File: src/rtl/accum_alu_pkg.sv
// -----------------------------------------------------------------------------
// accum_alu_pkg
// Shared types and constants for the accumulator ALU slice.
//   op_e  : 4-bit command opcodes; values 0..3 keep the legacy 2-bit encodings.
//   fsm_e : controller states (IDLE accepts commands, MUL runs the multiplier).
// -----------------------------------------------------------------------------
package accum_alu_pkg;

  typedef enum logic [3:0] {
    OP_ADD  = 4'd0,
    OP_SUB  = 4'd1,
    OP_OR   = 4'd2,
    OP_XOR  = 4'd3,
    OP_AND  = 4'd4,
    OP_SHL  = 4'd5,
    OP_SHR  = 4'd6,
    OP_MUL  = 4'd7,
    OP_LOAD = 4'd8,
    OP_CLR  = 4'd9
  } op_e;

  typedef enum logic {
    IDLE = 1'b0,
    MUL  = 1'b1
  } fsm_e;

  // Opcodes from here upward are accepted but leave result and flags alone.
  localparam logic [3:0] OP_RESERVED_MIN = 4'd10;

  function automatic logic is_reserved(input logic [3:0] code);
    return (code >= OP_RESERVED_MIN);
  endfunction

endpackage

File: src/rtl/accum_alu_seq_mul.sv
// -----------------------------------------------------------------------------
// seq_mul
// Unsigned shift-add multiplier, one partial product per clock.
//   clock, reset_L : clock and asynchronous active-low reset
//   start          : load a and b and begin (ignored result of any run in flight)
//   a, b           : WIDTH-bit unsigned multiplicand / multiplier
//   busy           : iterations in progress
//   done           : high during the cycle whose rising edge completes the
//                    last iteration; product is valid in that same cycle
//   product        : 2*WIDTH-bit product (combinational view of the final sum)
// The WIDTH iterations occupy the WIDTH edges following the start edge, so a
// caller sampling product while done is high registers the full product at
// start_edge + WIDTH.
// -----------------------------------------------------------------------------
module seq_mul #(
  parameter int WIDTH = 8
) (
  input  logic                 clock,
  input  logic                 reset_L,
  input  logic                 start,
  input  logic [WIDTH-1:0]     a,
  input  logic [WIDTH-1:0]     b,
  output logic                 busy,
  output logic                 done,
  output logic [2*WIDTH-1:0]   product
);

  localparam int CNT_W = $clog2(WIDTH);
  localparam logic [CNT_W-1:0] LAST = CNT_W'(WIDTH - 1);

  logic [2*WIDTH-1:0] acc_r;
  logic [2*WIDTH-1:0] mcand_r;
  logic [WIDTH-1:0]   mplier_r;
  logic [CNT_W-1:0]   count_r;
  logic               busy_r;
  logic [2*WIDTH-1:0] addend_s;
  logic [2*WIDTH-1:0] sum_s;

  assign addend_s = mplier_r[0] ? mcand_r : {(2*WIDTH){1'b0}};
  assign sum_s    = acc_r + addend_s;

  assign busy    = busy_r;
  assign done    = busy_r && (count_r == LAST);
  // On the final iteration the next accumulator value is the complete product.
  assign product = sum_s;

  // Operand capture and one shift-add step per cycle while busy.
  always_ff @(posedge clock or negedge reset_L) begin
    if (!reset_L) begin
      acc_r    <= {(2*WIDTH){1'b0}};
      mcand_r  <= {(2*WIDTH){1'b0}};
      mplier_r <= {WIDTH{1'b0}};
      count_r  <= {CNT_W{1'b0}};
      busy_r   <= 1'b0;
    end else if (start) begin
      acc_r    <= {(2*WIDTH){1'b0}};
      mcand_r  <= {{WIDTH{1'b0}}, a};
      mplier_r <= b;
      count_r  <= {CNT_W{1'b0}};
      busy_r   <= 1'b1;
    end else if (busy_r) begin
      acc_r    <= sum_s;
      mcand_r  <= {mcand_r[2*WIDTH-2:0], 1'b0};
      mplier_r <= {1'b0, mplier_r[WIDTH-1:1]};
      if (count_r == LAST) begin
        count_r <= {CNT_W{1'b0}};
        busy_r  <= 1'b0;
      end else begin
        count_r <= count_r + {{(CNT_W-1){1'b0}}, 1'b1};
        busy_r  <= 1'b1;
      end
    end else begin
      acc_r    <= acc_r;
      mcand_r  <= mcand_r;
      mplier_r <= mplier_r;
      count_r  <= count_r;
      busy_r   <= busy_r;
    end
  end

endmodule

File: src/rtl/accum_alu_seq.sv
// -----------------------------------------------------------------------------
// accum_alu_seq
// WIDTH-bit accumulator updated by (op, operand) commands over valid/ready.
//   clock, reset_L   : clock and asynchronous active-low reset
//   in_valid/in_ready: command handshake; in_ready is high only in IDLE
//   op, operand      : 4-bit opcode (see accum_alu_pkg::op_e) and unsigned operand
//   sat_en           : clamp ADD/SUB/MUL instead of wrapping (sampled with command)
//   result           : registered accumulator
//   flag_zero/carry/ovf : status of the last committed non-reserved op
//   done             : one-cycle pulse after every commit (reserved ops included)
// Single-cycle ops commit at the accepting edge; MUL hands off to seq_mul and
// commits WIDTH edges later.
// -----------------------------------------------------------------------------
module accum_alu_seq
  import accum_alu_pkg::*;
#(
  parameter int WIDTH   = 8,
  parameter int SHAMT_W = $clog2(WIDTH) + 1
) (
  input  logic             clock,
  input  logic             reset_L,
  input  logic             in_valid,
  output logic             in_ready,
  input  logic [3:0]       op,
  input  logic [WIDTH-1:0] operand,
  input  logic             sat_en,
  output logic [WIDTH-1:0] result,
  output logic             flag_zero,
  output logic             flag_carry,
  output logic             flag_ovf,
  output logic             done
);

  localparam logic [WIDTH-1:0]   ALL_ONES  = {WIDTH{1'b1}};
  localparam logic [WIDTH-1:0]   ALL_ZERO  = {WIDTH{1'b0}};
  localparam logic [SHAMT_W-1:0] SHAMT_LIM = SHAMT_W'(WIDTH);

  fsm_e               state_r, state_nxt;
  logic [WIDTH-1:0]   result_r, result_nxt;
  logic               zero_r, zero_nxt;
  logic               carry_r, carry_nxt;
  logic               ovf_r, ovf_nxt;
  logic               done_r, done_nxt;
  logic               mul_sat_r, mul_sat_nxt;

  logic [WIDTH:0]     sum_s;
  logic [WIDTH:0]     diff_s;
  logic [SHAMT_W-1:0] shamt_s;
  logic [2*WIDTH-1:0] shl_ext_s;
  logic [2*WIDTH-1:0] shr_ext_s;
  logic [WIDTH-1:0]   alu_res_s;
  logic               alu_carry_s;
  logic               alu_ovf_s;

  logic               mul_start_s;
  logic               mul_busy_s;
  logic               mul_done_s;
  logic [2*WIDTH-1:0] mul_product_s;
  logic               mul_hi_nz_s;
  logic [WIDTH-1:0]   mul_res_s;

  assign sum_s   = {1'b0, result_r} + {1'b0, operand};
  assign diff_s  = {1'b0, result_r} - {1'b0, operand};
  assign shamt_s = operand[SHAMT_W-1:0];
  // Widened shifts: the half that leaves the accumulator shows what fell off.
  assign shl_ext_s = {ALL_ZERO, result_r} << shamt_s;
  assign shr_ext_s = {result_r, ALL_ZERO} >> shamt_s;

  seq_mul #(.WIDTH(WIDTH)) u_mul (
    .clock   (clock),
    .reset_L (reset_L),
    .start   (mul_start_s),
    .a       (result_r),
    .b       (operand),
    .busy    (mul_busy_s),
    .done    (mul_done_s),
    .product (mul_product_s)
  );

  assign mul_hi_nz_s = |mul_product_s[2*WIDTH-1:WIDTH];
  assign mul_res_s   = (mul_sat_r && mul_hi_nz_s) ? ALL_ONES : mul_product_s[WIDTH-1:0];

  // Result and flags for every single-cycle opcode.
  always_comb begin
    alu_res_s   = result_r;
    alu_carry_s = 1'b0;
    alu_ovf_s   = 1'b0;
    case (op)
      OP_ADD: begin
        alu_carry_s = sum_s[WIDTH];
        alu_ovf_s   = (result_r[WIDTH-1] == operand[WIDTH-1]) &&
                      (sum_s[WIDTH-1] != result_r[WIDTH-1]);
        alu_res_s   = (sat_en && sum_s[WIDTH]) ? ALL_ONES : sum_s[WIDTH-1:0];
      end
      OP_SUB: begin
        // The extra top bit of the difference is the unsigned borrow.
        alu_carry_s = diff_s[WIDTH];
        alu_ovf_s   = (result_r[WIDTH-1] != operand[WIDTH-1]) &&
                      (diff_s[WIDTH-1] != result_r[WIDTH-1]);
        alu_res_s   = (sat_en && diff_s[WIDTH]) ? ALL_ZERO : diff_s[WIDTH-1:0];
      end
      OP_OR:   alu_res_s = result_r | operand;
      OP_XOR:  alu_res_s = result_r ^ operand;
      OP_AND:  alu_res_s = result_r & operand;
      OP_SHL: begin
        if (shamt_s >= SHAMT_LIM) begin
          alu_res_s   = ALL_ZERO;
          alu_carry_s = |result_r;
        end else begin
          alu_res_s   = shl_ext_s[WIDTH-1:0];
          alu_carry_s = |shl_ext_s[2*WIDTH-1:WIDTH];
        end
      end
      OP_SHR: begin
        if (shamt_s >= SHAMT_LIM) begin
          alu_res_s   = ALL_ZERO;
          alu_carry_s = |result_r;
        end else begin
          alu_res_s   = shr_ext_s[2*WIDTH-1:WIDTH];
          alu_carry_s = |shr_ext_s[WIDTH-1:0];
        end
      end
      OP_LOAD: alu_res_s = operand;
      OP_CLR:  alu_res_s = ALL_ZERO;
      default: alu_res_s = result_r;
    endcase
  end

  assign in_ready = (state_r == IDLE);

  // Controller: command acceptance, MUL hand-off and commit selection.
  always_comb begin
    state_nxt   = state_r;
    result_nxt  = result_r;
    zero_nxt    = zero_r;
    carry_nxt   = carry_r;
    ovf_nxt     = ovf_r;
    done_nxt    = 1'b0;
    mul_sat_nxt = mul_sat_r;
    mul_start_s = 1'b0;
    case (state_r)
      IDLE: begin
        if (in_valid) begin
          if (op == OP_MUL) begin
            mul_start_s = 1'b1;
            mul_sat_nxt = sat_en;
            state_nxt   = MUL;
          end else if (is_reserved(op)) begin
            done_nxt = 1'b1;
          end else begin
            result_nxt = alu_res_s;
            zero_nxt   = (alu_res_s == ALL_ZERO);
            carry_nxt  = alu_carry_s;
            ovf_nxt    = alu_ovf_s;
            done_nxt   = 1'b1;
          end
        end else begin
          state_nxt = IDLE;
        end
      end
      MUL: begin
        if (mul_done_s) begin
          result_nxt = mul_res_s;
          zero_nxt   = (mul_res_s == ALL_ZERO);
          carry_nxt  = mul_hi_nz_s;
          ovf_nxt    = mul_hi_nz_s;
          done_nxt   = 1'b1;
          state_nxt  = IDLE;
        end else if (!mul_busy_s) begin
          // Multiplier idle while we wait on it: recover without committing.
          state_nxt = IDLE;
        end else begin
          state_nxt = MUL;
        end
      end
      default: state_nxt = IDLE;
    endcase
  end

  // State, accumulator and status registers.
  always_ff @(posedge clock or negedge reset_L) begin
    if (!reset_L) begin
      state_r   <= IDLE;
      result_r  <= ALL_ZERO;
      zero_r    <= 1'b0;
      carry_r   <= 1'b0;
      ovf_r     <= 1'b0;
      done_r    <= 1'b0;
      mul_sat_r <= 1'b0;
    end else begin
      state_r   <= state_nxt;
      result_r  <= result_nxt;
      zero_r    <= zero_nxt;
      carry_r   <= carry_nxt;
      ovf_r     <= ovf_nxt;
      done_r    <= done_nxt;
      mul_sat_r <= mul_sat_nxt;
    end
  end

  assign result     = result_r;
  assign flag_zero  = zero_r;
  assign flag_carry = carry_r;
  assign flag_ovf   = ovf_r;
  assign done       = done_r;

endmodule
File: config.mk
export PLATFORM = sky130hd
export DESIGN_NAME = accum_alu_seq
export DESIGN_NICKNAME = d
export VERILOG_FILES = /design/src/rtl/accum_alu_pkg.sv /design/src/rtl/accum_alu_seq_mul.sv /design/src/rtl/accum_alu_seq.sv
export SDC_FILE = /design/constraint.sdc
export NUM_CORES = 1
export LEC_CHECK = 0
export ABC_AREA = 1
export CORE_MARGIN = 2
export CORE_UTILIZATION = 63
export CTS_BUF_LIST = sky130_fd_sc_hd__clkbuf_4
export CTS_CLUSTER_DIAMETER = 200
export DETAILED_ROUTE_END_ITERATION = 8
export HOLD_SLACK_MARGIN = 0.08
export PLACE_DENSITY = 0.83
export SLEW_MARGIN = 0
export SYNTH_ARGS = -nofsm -noshare
export SYNTH_HDL_FRONTEND = slang
export SYNTH_HIERARCHICAL = 1
export SYNTH_SLANG_ARGS = --single-unit
File: constraint.sdc
create_clock -name clock -period 3.55 [get_ports clock]
set_input_delay 0.71 -clock clock [delete_from_list [all_inputs] [get_ports clock]]
set_output_delay 0.71 -clock clock [all_outputs]
set_load 0.005 [all_outputs]
=== Word-level counts from Yosys, hierarchy flattened ===
Index checks and enable logic that the tools add are counted.

* Input bits: 16
* Memories: 0
* RAM bits: 0
* Memory bits (read-only): 0
* Flip-flop bits (word level): 58
* Bits in latches: 0

* Muxes and demuxes: 52
* Shift-type cells: 2
* $mul: 0
* Reductions and logical operators: 16
* Bitwise gates (word level): 4
* Divide/modulo/power cells: 0
* Order comparisons: 2
* Add/sub/neg operators: 4
* Equal/unequal tests: 18

{| class="wikitable"
|+ Operator list
! kind !! number
|-
| $mux W8 || 11
|-
| $mux W16 || 5
|-
| $pmux W8 S9 || 1
|-
| $reduce_or A8 Y1 || 4
|-
| $mux W1 || 24
|-
| $add A16 B16 Y16 || 1
|-
| $eq A4 B3 Y1 const B || 4
|-
| $logic_not A8 Y1 || 2
|-
| $pmux W8 S2 || 1
|-
| $shl A8 B4 Y16 || 1
|-
| $shr A16 B4 Y16 || 1
|-
| $pmux W1 S2 || 6
|-
| $add A8 B8 Y9 || 1
|-
| $mux W3 || 3
|-
| $sub A8 B8 Y9 || 1
|-
| $and A8 B8 Y8 || 1
|-
| $eq A4 B2 Y1 const B || 2
|-
| $eq A4 B4 Y1 const B || 2
|-
| $ge A4 B4 Y1 const B || 2
|-
| $or A8 B8 Y8 || 1
|-
| $xor A8 B8 Y8 || 1
|-
| $logic_and A1 B1 Y1 || 6
|-
| $ne A2 B2 Y1 const B || 3
|-
| $eq A4 B1 Y1 const B || 1
|-
| 11 further kinds || 13
|}

=== Longest topological paths before layout ===
* Word-level depth: 9
* Gate-level depth with buffers: 21
* Depth with buffers taken out: 20

=== By module ===
The synthesis kept the hierarchy.

{| class="wikitable"
|+ By module, submodules not included
! module !! sequential area each (µm²) !! area an instance (µm²) !! instances !! cells each
|-
| accum_alu_seq || 350.3 || 2813.9 || 1 || 515
|-
| seq_mul || 1101.1 || 2812.7 || 1 || 383
|}

=== Least setup slack after synthesis ===
OpenSTA, ideal clock, no wires.

* Path kind: flip-flop to flip-flop
* Start point: register u_mul.mplier_r[0]
* End point: register zero_r (netlist: flag_zero)
* Buffers on the path: 1
* Arrival time: 2.783 ns
* Cell stages (with the launch flop): 19
* Setup slack: 0.694 ns
* Setup time: 0.073 ns
* Clock period less this slack: 2.856 ns
* Required time: 3.477 ns
* Path through: dfrtp_1 > buf_2 > nand2_1 > inv_1 > ha_1 > fa_1 > nand3_1 > nand3_2 > nand2_1 > nand2_1 > nand2_1 > nand3_1 > and2_1 > nor4_1 > and2_1 > o21ai_0 > o21ai_0 > nand2_1 > a21oi_2

* Longest elaborated chain between the ends: 8

{| class="wikitable"
|+ RTL lines
! element !! line !! RTL
|-
| start: declaration || accum_alu_seq_mul.sv:33 || <nowiki>logic [WIDTH-1:0] mplier_r;</nowiki>
|-
| start signal: assignment || accum_alu_seq_mul.sv:52 || <nowiki>mplier_r <= {WIDTH{1'b0}};</nowiki>
|-
| start signal: assignment || accum_alu_seq_mul.sv:64 || <nowiki>mplier_r <= {1'b0, mplier_r[WIDTH-1:1]};</nowiki>
|-
| start signal: assignment || accum_alu_seq_mul.sv:75 || <nowiki>mplier_r <= mplier_r;</nowiki>
|-
| $mux W16 || accum_alu_seq_mul.sv:39 || <nowiki>assign addend_s = mplier_r[0] ? mcand_r : {(2*WIDTH){1'b0}};</nowiki>
|-
| $add A16 B16 Y16 || accum_alu_seq_mul.sv:40 || <nowiki>assign sum_s = acc_r + addend_s;</nowiki>
|-
| named net mul_product_s[12] || accum_alu_seq.sv:58 || <nowiki>logic [2*WIDTH-1:0] mul_product_s;</nowiki>
|-
| $reduce_or A8 Y1 || accum_alu_seq.sv:80 || <nowiki>assign mul_hi_nz_s = |mul_product_s[2*WIDTH-1:WIDTH];</nowiki>
|-
| $logic_and A1 B1 Y1 || accum_alu_seq.sv:81 || <nowiki>assign mul_res_s = (mul_sat_r && mul_hi_nz_s) ? ALL_ONES : mul_product_s[WIDTH-1:0];</nowiki>
|-
| $mux W8 || accum_alu_seq.sv:81 ||
|-
| $logic_not A8 Y1 || accum_alu_seq.sv:164 || <nowiki>zero_nxt = (mul_res_s == ALL_ZERO);</nowiki>
|-
| $mux W1 || accum_alu_seq.sv:162 || <nowiki>if (mul_done_s) begin</nowiki>
|-
| $pmux W1 S2 || accum_alu_seq.sv:141 || <nowiki>case (state_r)</nowiki>
|-
| end signal: assignment || accum_alu_seq.sv:193 || <nowiki>zero_r <= zero_nxt;</nowiki>
|-
| end: declaration || accum_alu_seq.sv:40 || <nowiki>logic zero_r, zero_nxt;</nowiki>
|}

The timed path passes the listed nets, and every way through them passes these cells. The select of a mux whose other input is x is not followed.
A chain may end at the register's enable or synchronous reset.

=== Worst setup path after layout ===
* Start point: register u_mul.mplier_r[0]
* End point: register result_r[3] (netlist: result[3])

* Longest elaborated chain between the ends: 7

{| class="wikitable"
|+ RTL lines
! element !! line !! RTL
|-
| $mux W16 || accum_alu_seq_mul.sv:39 ||
|-
| $add A16 B16 Y16 || accum_alu_seq_mul.sv:40 ||
|-
| named net mul_product_s[12] || accum_alu_seq.sv:58 ||
|-
| $reduce_or A8 Y1 || accum_alu_seq.sv:80 ||
|-
| $logic_and A1 B1 Y1 || accum_alu_seq.sv:81 ||
|-
| $mux W8 || accum_alu_seq.sv:81 ||
|-
| $mux W8 || accum_alu_seq.sv:162 ||
|-
| $pmux W8 S2 || accum_alu_seq.sv:141 ||
|-
| end signal: assignment || accum_alu_seq.sv:192 || <nowiki>result_r <= result_nxt;</nowiki>
|-
| end: declaration || accum_alu_seq.sv:39 || <nowiki>logic [WIDTH-1:0] result_r, result_nxt;</nowiki>
|}

The timed path passes the listed nets, and every way through them passes these cells. The select of a mux whose other input is x is not followed.

==> results.yml <==
floorplanning:
  floorplan.die.height_um: 98.5
  std_cell_rows: 34
  die-area_mm2: 0.00970
  io_pins: 29
  coreArea_mm2: 0.00868
  chipWidth_um: 98.5
  start_util_pct: 64.8
synth:
  yosys_warning_count: 6
  synth_common_cells: "sky130_fd_sc_hd__nand2_1 (347), sky130_fd_sc_hd__inv_1 (120), sky130_fd_sc_hd__nand3_1 (61)"
  avgSynthCellArea_um2: 6.27
  syn_area_mm2: 0.00563
  synth_area_leaders: "sky130_fd_sc_hd__dfrtp_1 (26%), sky130_fd_sc_hd__nand2_1 (23%), sky130_fd_sc_hd__ha_1 (9.3%)"
  synth-main-ff-cell: "sky130_fd_sc_hd__dfrtp_1"
  seq_area_frac_synth_pct: 25.8
  post_synth_xor_area_fraction_pct: 2.00
  synthDominantCellAreaShare_pct: 25.8
  synth_cells: 898
  synthesized_area_fraction_occupied_by_ao_oa_aoi_and_oai_cells_pct: 12.3
  post_synth_fa_ha_maj_area_fraction_pct: 10.4
  post-synth-top-count-cell: "sky130_fd_sc_hd__nand2_1"
  synth_simple_gate_area_share_pct: 37.6
  yosys_register_bits: 58
  synth_top_cell_by_area: "sky130_fd_sc_hd__dfrtp_1"
  synth_enable_flop_cells: 0
  synthMuxAreaShare_pct: 0
  syn-num-nets: 959
  ys_async_sr_fraction_pct: 100
  synth_top_family_by_area: "simple AND/OR/NAND/NOR gates"
  synth_cell_types: 42
cells_and_area:
  area.growth.synth_to_final_pct: 8.21
  post_layout_nonfiller_instances: 1037
  antennaDiodeCount: 0
  num-nets-final: 985
  post_route_cells_drive_above_1_share_pct: 7.64
placed_design:
  place_inst: 1021
  count_of_buffers_inserted_at_the_top_level_ports: 28
  hpwlAfterDp_um: 13000
  gp_congestion: 0.957
grt:
  grt_overflow: 0
  number_of_global_route_vias_before_repair: 5882
  globalRouteTotalUtil_pct: 35.4
  antenna_found_initial: 0
  global_route_wire_length_before_repair_um: 27700
  grt_start_max_net_pins: 51
power:
  p_leak_nw: 3.46
  worst_ir_drop_vdd_mv: 0.540
  power-per-cell-area_mw_per_mm2: 604
cts:
  insertion_delay_ps: 410
  cts_hold_buf: 0
  tritoncts: "done"
  cts-root-buf: "sky130_fd_sc_hd__clkbuf_4"
  clkSlewWorstSetupHoldPaths_ps: 110
  numClockSinks: 58
  cts-htree-levels: 3
  cts_made_buffers: 9
  clock_tree_buf_depth: 2
  setup_bufs_post_cts: 0
worst_setup_path:
  worst_r2r_path_depth: 16
  crit_family: "simple AND/OR/NAND/NOR gates"
  cp_cell_sequence: "nand2_1, inv_1, ha_1, fa_1, nand3_1, nand3_2, nand2_1, nand2_1, nand2_1, nand3_1, and2_1, nor4_1, and2_1, o21ai_0, o21ai_0, o22ai_1"
  worst-path-max-fanout: 7
  path_common_cell: "sky130_fd_sc_hd__nand2_1"
  r2r_setup_slack_ps: 300
  setup.worst_path.class: "flop to flop"
  cp_data_required_time_ps: 3840
  worstPathArrival_ps: 3540
  start_kind: "flop"
  worst_setup_path_end_kind: "flop"
  worstReg2RegStart: "u_mul/mplier_r[0]$_DFFE_PN0P_"
  critical_path_buf_inv_count: 1
  worst_path_largest_cell_delay_ps: 470
  critical_path.reg2reg.endpoint: "result[3]$_DFFE_PN0P_"
  cp_slowest_cell: "sky130_fd_sc_hd__fa_1"
routing:
  route.vias.total: 6028
  route.detailed.vias_per_inst: 5.81
  first_iter_violations: 447
  final_antenna_net_count: 0
  residual_drc_count: 0
  post_drt_wl_per_cell_um: 16.2
  detail_route.first_pass.iterations: 6
  totalWireLength_um: 16800
timing:
  relSlewSlack_pct: 27.0
  final.hold.worst_slack_ps: 487
  period_minus_slack_ps: 3250
  maxSlewViolCount: 0
  totalNegativeSetupSlack_ps: 0
  fmax_mhz: 307
  finalHoldViolCount: 0
  final.setup_skew_ps: 19.0
  worst_pin_slew_ps: 1100
  setup_violations: 0
  unrepaired_setup_endpoints_after_global_routing: "false"
  final.period_utilization_pct: 91.7
worst_hold_path:
  timing.hold.worst_endpoint: "u_mul/count_r[0]$_DFFE_PN0P_"
  hold_path.class: "flop to flop"
  whs_path_depth: 1
  worst_min_delay_path_startpoint: "u_mul/count_r[0]$_DFFE_PN0P_"
outcome:
  outcome: "complete, no violations"
job:
  drv_cap: 0
-- cells by family after synthesis --
logic type / count (synthesis)
compound gates: 116
xor+xnor: 12
fa+ha+maj: 45
buf+inv: 163
flops: 58
simple gates: 504
-- per-layer routing --
metal / part of all wire, % / vias up / global-route usage (%)
li1: - / 2900 / -
met1: 39 / 2712 / 43.3
met2: 47 / 342 / 59.7
met3: 8.7 / 74 / 5.96
met4: 4.9 / 0 / 19.4
met5: 0 / - / 0
-- cell type report --
cell class | count | area [um2]
sequential | 58 | 1450
fill | 780 | 2590
inverter | 138 | 518
multi-input combinational | 677 | 3510
clock inverter | 7 | 45.0
clock buffer | 9 | 67.6
timing repair buffer | 40 | 365
tap | 108 | 135
-- stage by stage --
step | utilization [%] | setup WS, ps | area, um2 | total power, W
6_report | 70.2 | 296 | 6090 | 0.00368
5_1_grt | 70.2 | 33.7 | 6090 | 0.00397
4_1_cts | 70.2 | 292 | 6090 | 0.00363
3_5_place_dp | 68.9 | 247 | 5980 | 0.00322
3_3_place_gp | 68.9 | 247 | 5980 | 0.00316
2_1_floorplan | - | 694 | 5630 | 0.00260
-- state kept, by name (all words and copies together) (netlist names), 3 cells and up --
name	cells
u_mul/acc_r	16
u_mul/mcand_r	16
result	8
u_mul/mplier_r	8
u_mul/count_r	3
-- power breakdown --
group | internal (W) | total (W) | switching, W
Clock | 0.000141 | 0.000400 | 0.000260
Sequential | 0.000903 | 0.00117 | 0.000268
Combinational | 0.000772 | 0.00211 | 0.00134
-- worst max-delay path by stage --
stage	cells past startpoint	slack, ps	startpoint	endpoint
finish	16	300	u_mul/mplier_r[0]$_DFFE_PN0P_	result[3]$_DFFE_PN0P_
global placement	17	250	operand[0]	flag_zero$_DFFE_PN0P_
floorplan	18	690	u_mul/mplier_r[0]$_DFFE_PN0P_	flag_zero$_DFFE_PN0P_
CTS	17	290	u_mul/mplier_r[0]$_DFFE_PN0P_	flag_zero$_DFFE_PN0P_
global route	16	30	u_mul/mplier_r[0]$_DFFE_PN0P_	result[3]$_DFFE_PN0P_
detailed placement	17	250	operand[6]	flag_zero$_DFFE_PN0P_
-- cells in the final DEF (no fill, tap or decap), types with 3 or more instances in the layout --
cell type	count
sky130_fd_sc_hd__clkdlybuf4s50_1	27
sky130_fd_sc_hd__ha_1	42
sky130_fd_sc_hd__nand3_1	61
sky130_fd_sc_hd__nor3_2	3
sky130_fd_sc_hd__inv_1	120
sky130_fd_sc_hd__o221ai_1	5
sky130_fd_sc_hd__xor2_1	9
sky130_fd_sc_hd__nand2_2	5
sky130_fd_sc_hd__nand4_1	11
sky130_fd_sc_hd__a22o_1	5
sky130_fd_sc_hd__o211ai_1	6
sky130_fd_sc_hd__fa_1	3
sky130_fd_sc_hd__inv_2	17
sky130_fd_sc_hd__dfrtp_1	58
sky130_fd_sc_hd__nand2_1	347
sky130_fd_sc_hd__o21ai_1	6
sky130_fd_sc_hd__buf_4	12
sky130_fd_sc_hd__nor3_1	3
sky130_fd_sc_hd__clkbuf_4	9
sky130_fd_sc_hd__o22ai_1	17
sky130_fd_sc_hd__o21ai_0	23
sky130_fd_sc_hd__nor2_2	9
sky130_fd_sc_hd__and2_1	8
sky130_fd_sc_hd__clkinvlp_4	3
sky130_fd_sc_hd__a21oi_1	42
sky130_fd_sc_hd__nand3_2	3
sky130_fd_sc_hd__nor4_1	4
sky130_fd_sc_hd__nor2_1	47
-- repair_timing --
| action | in CTS | in global routing |
|---|---|---|
| resized for setup | 0 | 1 |
| endpoints found under the hold margin | 0 | 0 |
| endpoints found under the setup margin | 0 | 1 |
(Power assumes the default switching activity.)
